**src/rtl/cv32e40p_pkg.sv**
```systemverilog
// Shared writeback types: result source ids and the address/data request record.
package cv32e40p_pkg;

  localparam int unsigned WB_ADDR_WIDTH = 6;
  localparam int unsigned WB_DATA_WIDTH = 32;
  localparam int unsigned WB_NUM_SRC    = 3;

  // Enumerator order is the grant priority order.
  typedef enum logic [1:0] {
    WB_SRC_LSU = 2'd0,
    WB_SRC_ALU = 2'd1,
    WB_SRC_FPU = 2'd2
  } wb_src_e;

  typedef struct packed {
    logic [WB_ADDR_WIDTH-1:0] waddr;
    logic [WB_DATA_WIDTH-1:0] wdata;
  } wb_req_t;

endpackage

```
**src/rtl/cv32e40p_rf_wb_arbiter_if.sv**
```systemverilog
// Result producer handshakes and register file write ports of the writeback arbiter.
interface cv32e40p_rf_wb_arbiter_if
  import cv32e40p_pkg::*;
#(
  parameter int unsigned ADDR_WIDTH = WB_ADDR_WIDTH,
  parameter int unsigned DATA_WIDTH = WB_DATA_WIDTH
);

  logic                  alu_valid_i, lsu_valid_i, fpu_valid_i;
  logic                  alu_ready_o, lsu_ready_o, fpu_ready_o;
  logic [ADDR_WIDTH-1:0] alu_waddr_i, lsu_waddr_i, fpu_waddr_i;
  logic [DATA_WIDTH-1:0] alu_wdata_i, lsu_wdata_i, fpu_wdata_i;
  logic [ADDR_WIDTH-1:0] waddr_a_o, waddr_b_o;
  logic [DATA_WIDTH-1:0] wdata_a_o, wdata_b_o;
  logic                  we_a_o, we_b_o;
  logic                  fpu_fifo_full_o;

  modport master (
    output alu_valid_i, lsu_valid_i, fpu_valid_i,
    output alu_waddr_i, lsu_waddr_i, fpu_waddr_i,
    output alu_wdata_i, lsu_wdata_i, fpu_wdata_i,
    input  alu_ready_o, lsu_ready_o, fpu_ready_o,
    input  waddr_a_o, waddr_b_o, wdata_a_o, wdata_b_o, we_a_o, we_b_o,
    input  fpu_fifo_full_o
  );

  modport slave (
    input  alu_valid_i, lsu_valid_i, fpu_valid_i,
    input  alu_waddr_i, lsu_waddr_i, fpu_waddr_i,
    input  alu_wdata_i, lsu_wdata_i, fpu_wdata_i,
    output alu_ready_o, lsu_ready_o, fpu_ready_o,
    output waddr_a_o, waddr_b_o, wdata_a_o, wdata_b_o, we_a_o, we_b_o,
    output fpu_fifo_full_o
  );

endinterface

```
**src/rtl/cv32e40p_wb_fifo.sv**
```systemverilog
// FPU result buffer: power-of-two circular FIFO with registered count and head read.
module cv32e40p_wb_fifo
  import cv32e40p_pkg::*;
#(
  parameter int unsigned Depth = 2
) (
  input  logic    clk,
  input  logic    rst,
  input  logic    push_i,
  input  wb_req_t push_req_i,
  input  logic    pop_i,
  output wb_req_t head_o,
  output logic    full_o,
  output logic    empty_o
);

  localparam int unsigned PtrW = $clog2(Depth);
  localparam int unsigned CntW = PtrW + 1;

  wb_req_t         mem_q [Depth];
  logic [PtrW-1:0] wptr_q, rptr_q;
  logic [CntW-1:0] cnt_q;
  logic            do_push, do_pop;

  assign full_o  = (cnt_q == CntW'(Depth));
  assign empty_o = (cnt_q == '0);
  assign head_o  = mem_q[rptr_q];
  assign do_push = push_i && !full_o;
  assign do_pop  = pop_i && !empty_o;

  always_ff @(posedge clk) begin
    if (do_push) begin
      mem_q[wptr_q] <= push_req_i;
    end
  end

  // Pointers wrap naturally because Depth is a power of two.
  always_ff @(posedge clk) begin
    if (rst) begin
      wptr_q <= '0;
      rptr_q <= '0;
      cnt_q  <= '0;
    end else begin
      if (do_push) wptr_q <= wptr_q + 1'b1;
      if (do_pop)  rptr_q <= rptr_q + 1'b1;
      unique case ({do_push, do_pop})
        2'b10:   cnt_q <= cnt_q + 1'b1;
        2'b01:   cnt_q <= cnt_q - 1'b1;
        default: cnt_q <= cnt_q;
      endcase
    end
  end

endmodule

```
**src/rtl/cv32e40p_rf_wb_arbiter.sv**
```systemverilog
// Writeback arbiter: grants up to two of LSU/ALU/buffered-FPU results per cycle onto
// the two register file write ports, with registered write outputs.
module cv32e40p_rf_wb_arbiter
  import cv32e40p_pkg::*;
#(
  parameter int unsigned ADDR_WIDTH     = WB_ADDR_WIDTH,
  parameter int unsigned DATA_WIDTH     = WB_DATA_WIDTH,
  parameter int unsigned FPU_FIFO_DEPTH = 2
) (
  input logic                     clk,
  input logic                     rst,
  cv32e40p_rf_wb_arbiter_if.slave bus
);

  wb_req_t               cand_req [WB_NUM_SRC];
  logic [WB_NUM_SRC-1:0] cand_v, gnt;
  wb_src_e               src_a, src_b;
  logic                  gnt_a, gnt_b, seen_b;
  logic                  lsu_x0, alu_x0;
  logic                  fifo_push, fifo_pop, fifo_full, fifo_empty;
  wb_req_t               fifo_head;

  logic                  we_a_q, we_b_q;
  logic [ADDR_WIDTH-1:0] waddr_a_q, waddr_b_q;
  logic [DATA_WIDTH-1:0] wdata_a_q, wdata_b_q;

  assign lsu_x0 = (bus.lsu_waddr_i == '0);
  assign alu_x0 = (bus.alu_waddr_i == '0);

  // FPU results to x0 are accepted but never buffered.
  assign fifo_push = bus.fpu_valid_i && bus.fpu_ready_o && (bus.fpu_waddr_i != '0);
  assign fifo_pop  = gnt[WB_SRC_FPU];

  cv32e40p_wb_fifo #(
    .Depth (FPU_FIFO_DEPTH)
  ) u_fpu_fifo (
    .clk        (clk),
    .rst        (rst),
    .push_i     (fifo_push),
    .push_req_i ('{waddr: bus.fpu_waddr_i, wdata: bus.fpu_wdata_i}),
    .pop_i      (fifo_pop),
    .head_o     (fifo_head),
    .full_o     (fifo_full),
    .empty_o    (fifo_empty)
  );

  always_comb begin
    cand_req[WB_SRC_LSU] = '{waddr: bus.lsu_waddr_i, wdata: bus.lsu_wdata_i};
    cand_req[WB_SRC_ALU] = '{waddr: bus.alu_waddr_i, wdata: bus.alu_wdata_i};
    cand_req[WB_SRC_FPU] = fifo_head;

    cand_v             = '0;
    cand_v[WB_SRC_LSU] = !rst && bus.lsu_valid_i && !lsu_x0;
    cand_v[WB_SRC_ALU] = !rst && bus.alu_valid_i && !alu_x0;
    cand_v[WB_SRC_FPU] = !rst && !fifo_empty;

    gnt_a  = 1'b0;
    gnt_b  = 1'b0;
    seen_b = 1'b0;
    src_a  = WB_SRC_LSU;
    src_b  = WB_SRC_LSU;
    // Second candidate gets port B unless it collides with port A's address; it then
    // waits so that the lower-priority write lands last.
    for (int unsigned i = 0; i < WB_NUM_SRC; i++) begin
      if (cand_v[i]) begin
        if (!gnt_a) begin
          gnt_a = 1'b1;
          src_a = wb_src_e'(i[1:0]);
        end else if (!seen_b) begin
          seen_b = 1'b1;
          if (cand_req[i].waddr != cand_req[src_a].waddr) begin
            gnt_b = 1'b1;
            src_b = wb_src_e'(i[1:0]);
          end
        end
      end
    end

    gnt = '0;
    if (gnt_a) gnt[src_a] = 1'b1;
    if (gnt_b) gnt[src_b] = 1'b1;
  end

  assign bus.lsu_ready_o = !rst && bus.lsu_valid_i && (lsu_x0 || gnt[WB_SRC_LSU]);
  assign bus.alu_ready_o = !rst && bus.alu_valid_i && (alu_x0 || gnt[WB_SRC_ALU]);
  assign bus.fpu_ready_o = !rst && !fifo_full;

  always_ff @(posedge clk) begin
    if (rst) begin
      we_a_q    <= 1'b0;
      we_b_q    <= 1'b0;
      waddr_a_q <= '0;
      waddr_b_q <= '0;
      wdata_a_q <= '0;
      wdata_b_q <= '0;
    end else begin
      we_a_q <= gnt_a;
      we_b_q <= gnt_b;
      if (gnt_a) begin
        waddr_a_q <= cand_req[src_a].waddr;
        wdata_a_q <= cand_req[src_a].wdata;
      end
      if (gnt_b) begin
        waddr_b_q <= cand_req[src_b].waddr;
        wdata_b_q <= cand_req[src_b].wdata;
      end
    end
  end

  assign bus.we_a_o          = we_a_q;
  assign bus.we_b_o          = we_b_q;
  assign bus.waddr_a_o       = waddr_a_q;
  assign bus.waddr_b_o       = waddr_b_q;
  assign bus.wdata_a_o       = wdata_a_q;
  assign bus.wdata_b_o       = wdata_b_q;
  assign bus.fpu_fifo_full_o = fifo_full;

endmodule
```
**src/flat_wrapper.sv**
```systemverilog
// flat-port wrapper written by rule: the top's interface ports become plain ports
module cv32e40p_rf_wb_arbiter_flat import cv32e40p_pkg::*;
#(
  parameter int unsigned ADDR_WIDTH     = WB_ADDR_WIDTH,
  parameter int unsigned DATA_WIDTH     = WB_DATA_WIDTH,
  parameter int unsigned FPU_FIFO_DEPTH = 2
)
  (clk, rst, bus_alu_valid_i, bus_lsu_valid_i, bus_fpu_valid_i, bus_alu_waddr_i, bus_lsu_waddr_i, bus_fpu_waddr_i, bus_alu_wdata_i, bus_lsu_wdata_i, bus_fpu_wdata_i, bus_alu_ready_o, bus_lsu_ready_o, bus_fpu_ready_o, bus_waddr_a_o, bus_waddr_b_o, bus_wdata_a_o, bus_wdata_b_o, bus_we_a_o, bus_we_b_o, bus_fpu_fifo_full_o);
  cv32e40p_rf_wb_arbiter_if #(.ADDR_WIDTH(ADDR_WIDTH), .DATA_WIDTH(DATA_WIDTH)) bus_i ();
  input logic clk;
  input logic rst;
  input wire logic [$bits(bus_i.alu_valid_i)-1:0] bus_alu_valid_i;
  input wire logic [$bits(bus_i.lsu_valid_i)-1:0] bus_lsu_valid_i;
  input wire logic [$bits(bus_i.fpu_valid_i)-1:0] bus_fpu_valid_i;
  input wire logic [$bits(bus_i.alu_waddr_i)-1:0] bus_alu_waddr_i;
  input wire logic [$bits(bus_i.lsu_waddr_i)-1:0] bus_lsu_waddr_i;
  input wire logic [$bits(bus_i.fpu_waddr_i)-1:0] bus_fpu_waddr_i;
  input wire logic [$bits(bus_i.alu_wdata_i)-1:0] bus_alu_wdata_i;
  input wire logic [$bits(bus_i.lsu_wdata_i)-1:0] bus_lsu_wdata_i;
  input wire logic [$bits(bus_i.fpu_wdata_i)-1:0] bus_fpu_wdata_i;
  output wire logic [$bits(bus_i.alu_ready_o)-1:0] bus_alu_ready_o;
  output wire logic [$bits(bus_i.lsu_ready_o)-1:0] bus_lsu_ready_o;
  output wire logic [$bits(bus_i.fpu_ready_o)-1:0] bus_fpu_ready_o;
  output wire logic [$bits(bus_i.waddr_a_o)-1:0] bus_waddr_a_o;
  output wire logic [$bits(bus_i.waddr_b_o)-1:0] bus_waddr_b_o;
  output wire logic [$bits(bus_i.wdata_a_o)-1:0] bus_wdata_a_o;
  output wire logic [$bits(bus_i.wdata_b_o)-1:0] bus_wdata_b_o;
  output wire logic [$bits(bus_i.we_a_o)-1:0] bus_we_a_o;
  output wire logic [$bits(bus_i.we_b_o)-1:0] bus_we_b_o;
  output wire logic [$bits(bus_i.fpu_fifo_full_o)-1:0] bus_fpu_fifo_full_o;
  assign bus_i.alu_valid_i = bus_alu_valid_i;
  assign bus_i.lsu_valid_i = bus_lsu_valid_i;
  assign bus_i.fpu_valid_i = bus_fpu_valid_i;
  assign bus_i.alu_waddr_i = bus_alu_waddr_i;
  assign bus_i.lsu_waddr_i = bus_lsu_waddr_i;
  assign bus_i.fpu_waddr_i = bus_fpu_waddr_i;
  assign bus_i.alu_wdata_i = bus_alu_wdata_i;
  assign bus_i.lsu_wdata_i = bus_lsu_wdata_i;
  assign bus_i.fpu_wdata_i = bus_fpu_wdata_i;
  assign bus_alu_ready_o = bus_i.alu_ready_o;
  assign bus_lsu_ready_o = bus_i.lsu_ready_o;
  assign bus_fpu_ready_o = bus_i.fpu_ready_o;
  assign bus_waddr_a_o = bus_i.waddr_a_o;
  assign bus_waddr_b_o = bus_i.waddr_b_o;
  assign bus_wdata_a_o = bus_i.wdata_a_o;
  assign bus_wdata_b_o = bus_i.wdata_b_o;
  assign bus_we_a_o = bus_i.we_a_o;
  assign bus_we_b_o = bus_i.we_b_o;
  assign bus_fpu_fifo_full_o = bus_i.fpu_fifo_full_o;
  cv32e40p_rf_wb_arbiter #(.ADDR_WIDTH(ADDR_WIDTH), .DATA_WIDTH(DATA_WIDTH), .FPU_FIFO_DEPTH(FPU_FIFO_DEPTH)) u_core (.clk(clk), .rst(rst), .bus(bus_i));
endmodule
```
**config.mk**
```make
export PLATFORM = sky130hd
export DESIGN_NAME = cv32e40p_rf_wb_arbiter_flat
export DESIGN_NICKNAME = d
export VERILOG_FILES = /design/src/rtl/cv32e40p_pkg.sv /design/src/rtl/cv32e40p_rf_wb_arbiter_if.sv /design/src/rtl/cv32e40p_wb_fifo.sv /design/src/rtl/cv32e40p_rf_wb_arbiter.sv /design/src/flat_wrapper.sv
export SDC_FILE = /design/constraint.sdc
export NUM_CORES = 1
export LEC_CHECK = 0
export ABC_AREA = 1
export BUFFER_PORTS_ARGS = -buffer_cell sky130_fd_sc_hd__clkbuf_2
export CAP_MARGIN = 20
export CORE_ASPECT_RATIO = 0.7
export CORE_MARGIN = 8
export CORE_UTILIZATION = 54
export CTS_CLUSTER_DIAMETER = 80
export DETAILED_ROUTE_END_ITERATION = 6
export PLACE_DENSITY = 0.86
export SLEW_MARGIN = 20
export SYNTH_ARGS = -nofsm -noshare
export SYNTH_HDL_FRONTEND = slang
export SYNTH_SLANG_ARGS = --single-unit
```
**constraint.sdc**
```tcl
create_clock -name clk -period 3.3 [get_ports clk]
set_clock_uncertainty 0.05 [all_clocks]
set_input_delay 0.33 -clock clk [delete_from_list [all_inputs] [get_ports clk]]
set_output_delay 0.33 -clock clk [all_outputs]
set_load 0.02 [all_outputs]
```
==> results.py <==
metrics = {
    "clocking": {
        "clk_pin_slew_ns": 0.07,
        "numCtsBuffers": 17,
        "h-tree-depth": 4,
        "cts_post_setup_buffers_inserted": 0,
        "cts.sinks": 159,
        "post_cts_resized": 0,
        "root_buffer": "clkbuf_16",
        "clock_latency_ns": 0.42,
        "hold_buffers": 0,
        "cts_buffer_depth": 2,
        "cts_tree": "built",
    },
    "grt": {
        "grt_pass1_wl_um": 38130,
        "overflow": 0,
        "grt_use_met2": 0.3916,
        "use_met1": 0.3232,
        "grtUsageMet3": 0.07198,
        "antenna_found_initial": 1,
        "track_usage": 0.2488,
        "grt_max_degree": 78,
        "top_usage_layer": "met2",
        "first_global_vias": 7391,
    },
    "logic_synthesis": {
        "yosysTopAreaCell": "edfxtp_1",
        "yosysWarnings": 0,
        "synth_cells": 986,
        "ys_types": 34,
        "ys_async_sr_fraction": 0,
        "synth_edf_count": 76,
        "synth_area_per_cell_um2": 8.064,
        "syn_area_um2": 7951,
        "syn_nets": 1106,
        "synth_seq_area_share": 0.4960,
        "ys_ff_latch": 159,
        "synthFlopType": "dfxtp_1",
        "yosysTopAreaCellShare": 0.2870,
        "netlist_top_cells_area": "edfxtp_1, dfxtp_1, nand2_1",
    },
    "timing": {
        "period_needed_ns": 2.632,
        "hold_violations": 0,
        "tightest_slew_ns": 0.7473,
        "post-route-period-util": 0.7975,
        "slew_violations": 0,
        "rsz0062_at_grt": "no",
        "fmaxAchievable_ghz": 0.3800,
        "finalHoldWorstSlack_ns": 0.03859,
        "setup_viol": 0,
        "setup_tns_ns": 0,
        "slew_headroom": 0.5011,
    },
    "floorplan": {
        "row_count": 37,
        "die-area_um2": 18930,
        "die_w_um": 161.0,
        "io_pins": 201,
        "core_um2": 14540,
        "initial_core_util": 0.5470,
        "fp.dieH_um": 117.5,
    },
    "final_layout": {
        "stdcell_count": 1360,
        "syn_to_final_growth_pct": 21.54,
        "fin_nets": 1271,
        "finish.utilization": 0.6648,
        "layout-drive-gt1-share": 0.2534,
    },
    "detailed_routing": {
        "drc": 0,
        "routedWlPerCell_um": 17.90,
        "initialDrtViolationCount": 792,
        "drt_wl_total_um": 24350,
        "ant_nets": 0,
        "first_pass_iters": 5,
        "vias_per_cell": 5.618,
        "vias": 7640,
    },
    "job": {
        "maxCapViolations": 0,
    },
    "hold_path": {
        "worstHoldPathType": "in -> reg",
    },
    "worst_setup_path": {
        "endpoint_kind": "flip-flop",
        "worstPathRequired_ns": 3.62,
        "criticalPathCategory": "reg -> reg",
        "cp_max_fo": 77,
        "start_kind": "flip-flop",
        "critical_path_arrival_ns": 2.95,
    },
    "placed_design": {
        "dp_hpwl_um": 16300,
        "io_buffers": 200,
        "place_inst": 1327,
        "gp_congestion": 0.9120,
    },
    "pwr": {
        "cellLeakagePower_nw": 4.576,
        "peakVddDrop_v": 0.0004095,
        "power.density_nw_per_um2": 597.1,
    },
    "outcome": {
        "outcome": "complete, no violations",
    },
}
## cells in the mapped netlist (2+ instances only)
| library cell | n |
|---|---|
| a211oi_1 | 2 |
| a21oi_1 | 94 |
| a31oi_1 | 4 |
| buf_1 | 3 |
| buf_2 | 23 |
| buf_4 | 3 |
| buf_6 | 7 |
| clkbuf_1 | 36 |
| dfxtp_1 | 83 |
| edfxtp_1 | 76 |
| inv_1 | 90 |
| mux2_2 | 27 |
| mux2i_1 | 5 |
| nand2_1 | 234 |
| nand2_2 | 4 |
| nand3_1 | 83 |
| nand3_2 | 2 |
| nand4_1 | 39 |
| nor2_1 | 29 |
| nor2_2 | 3 |
| nor3_1 | 2 |
| o21ai_0 | 95 |
| o21ai_1 | 28 |
| o22ai_1 | 2 |
| o31ai_1 | 2 |
| xnor2_1 | 2 |
## registers in the layout (all words and copies together) (netlist names), named ones only
signal	flops
u_core.bus.wdata_b_o	32
u_core.u_fpu_fifo.rptr_q	1
u_core.bus.waddr_b_o	6
u_core.u_fpu_fifo.cnt_q	2
u_core.bus.wdata_a_o	32
u_core.bus.we_a_o	1
u_core.bus.we_b_o	1
u_core.u_fpu_fifo.mem_q	76
u_core.bus.waddr_a_o	6
u_core.u_fpu_fifo.wptr_q	1
## final timing paths
kind,cells after the start,end,slack (ns),start
worst min register to register,1,u_core.u_fpu_fifo.cnt_q[1],0.42,u_core.u_fpu_fifo.cnt_q[1]
worst max-delay path,13,u_core.bus.wdata_b_o[25],0.67,flip-flop
worst min-delay path,1,u_core.u_fpu_fifo.mem_q[0][27],0.04,bus_fpu_wdata_i[27]
worst max register to register,13,u_core.bus.wdata_b_o[25],0.67,flip-flop
## worst max-delay path, stage by stage (launching register included)
cell,delay [ns]
dfxtp_2,0.57
nand2_1,0.09
o21ai_0,0.17
inv_1,0.14
nand3_1,0.11
nand2_1,0.07
nor2_2,0.11
nand3_2,0.12
nand3_4,0.08
buf_4,0.62
o21ai_0,0.24
nand2_1,0.11
nand2_1,0.05
inv_1,0.04
## layer usage
layer  vias up  share of wire  routed length, um
met1      3497           0.42              10170
met4         0          0.019                471
li1       3677              -                  -
met3        35           0.11               2742
met2       431           0.45              10970
met5         -              0                  0
## stage by stage
step	setup slack [ns]	cell area, um^2	total power [W]
after detailed placement	0.3035	9090	0.003874
after global routing	0.4139	9664	0.006032
after CTS	0.6976	9662	0.005783
after global placement	0.3858	9090	0.003846
final	0.6684	9664	0.005770
after floorplan	0.1024	7951	0.003362
## cell usage in the layout, fill, tap and decap left out, drive strengths merged, types with 2 or more instances in the layout
| master | n |
|---|---|
| mux2i | 5 |
| clkinvlp | 4 |
| nand4 | 39 |
| a31oi | 4 |
| edfxtp | 76 |
| mux2 | 27 |
| o31ai | 2 |
| nor3 | 2 |
| nand2 | 239 |
| clkinv | 4 |
| o21ai | 123 |
| clkbuf | 219 |
| xnor2 | 2 |
| nor2 | 32 |
| a211oi | 2 |
| inv | 96 |
| nand3 | 85 |
| o22ai | 2 |
| buf | 19 |
| dfxtp | 83 |
| a21oi | 94 |
## logic make-up (layout without fill, tap and decap cells)
kind of cell,after synthesis,count (layout),synth area share
other,0,1,0
AOI/OAI and AO/OA,228,228,0.1462
adders and majority gates,1,1,0.001573
and+or+nand+nor,399,399,0.2195
xor gates and xnor gates,2,2,0.002203
muxes,32,32,0.04453
buffers and inverters,165,343,0.09001
DFF,159,159,0.4960
## power breakdown
group / switching, W / total (W) / internal, W
sequential: 0.000130 / 0.00243 / 0.00230
combinational: 0.000943 / 0.00143 / 0.000484
clock: 0.000844 / 0.00192 / 0.00107
total: 0.00192 / 0.00577 / 0.00385
## cell type report
cell class	count	area, um^2
Antenna cell	1	2.502
Clock buffer	19	442.9
Clock inverter	13	128.9
Fill cell	1248	4872
Inverter	92	347.8
Multi-Input combinational cell	662	3334
Sequential cell	159	3945
Tap cell	195	244.0
Timing Repair Buffer	219	1219
Note: power is estimated with default switching activity, not from simulation.
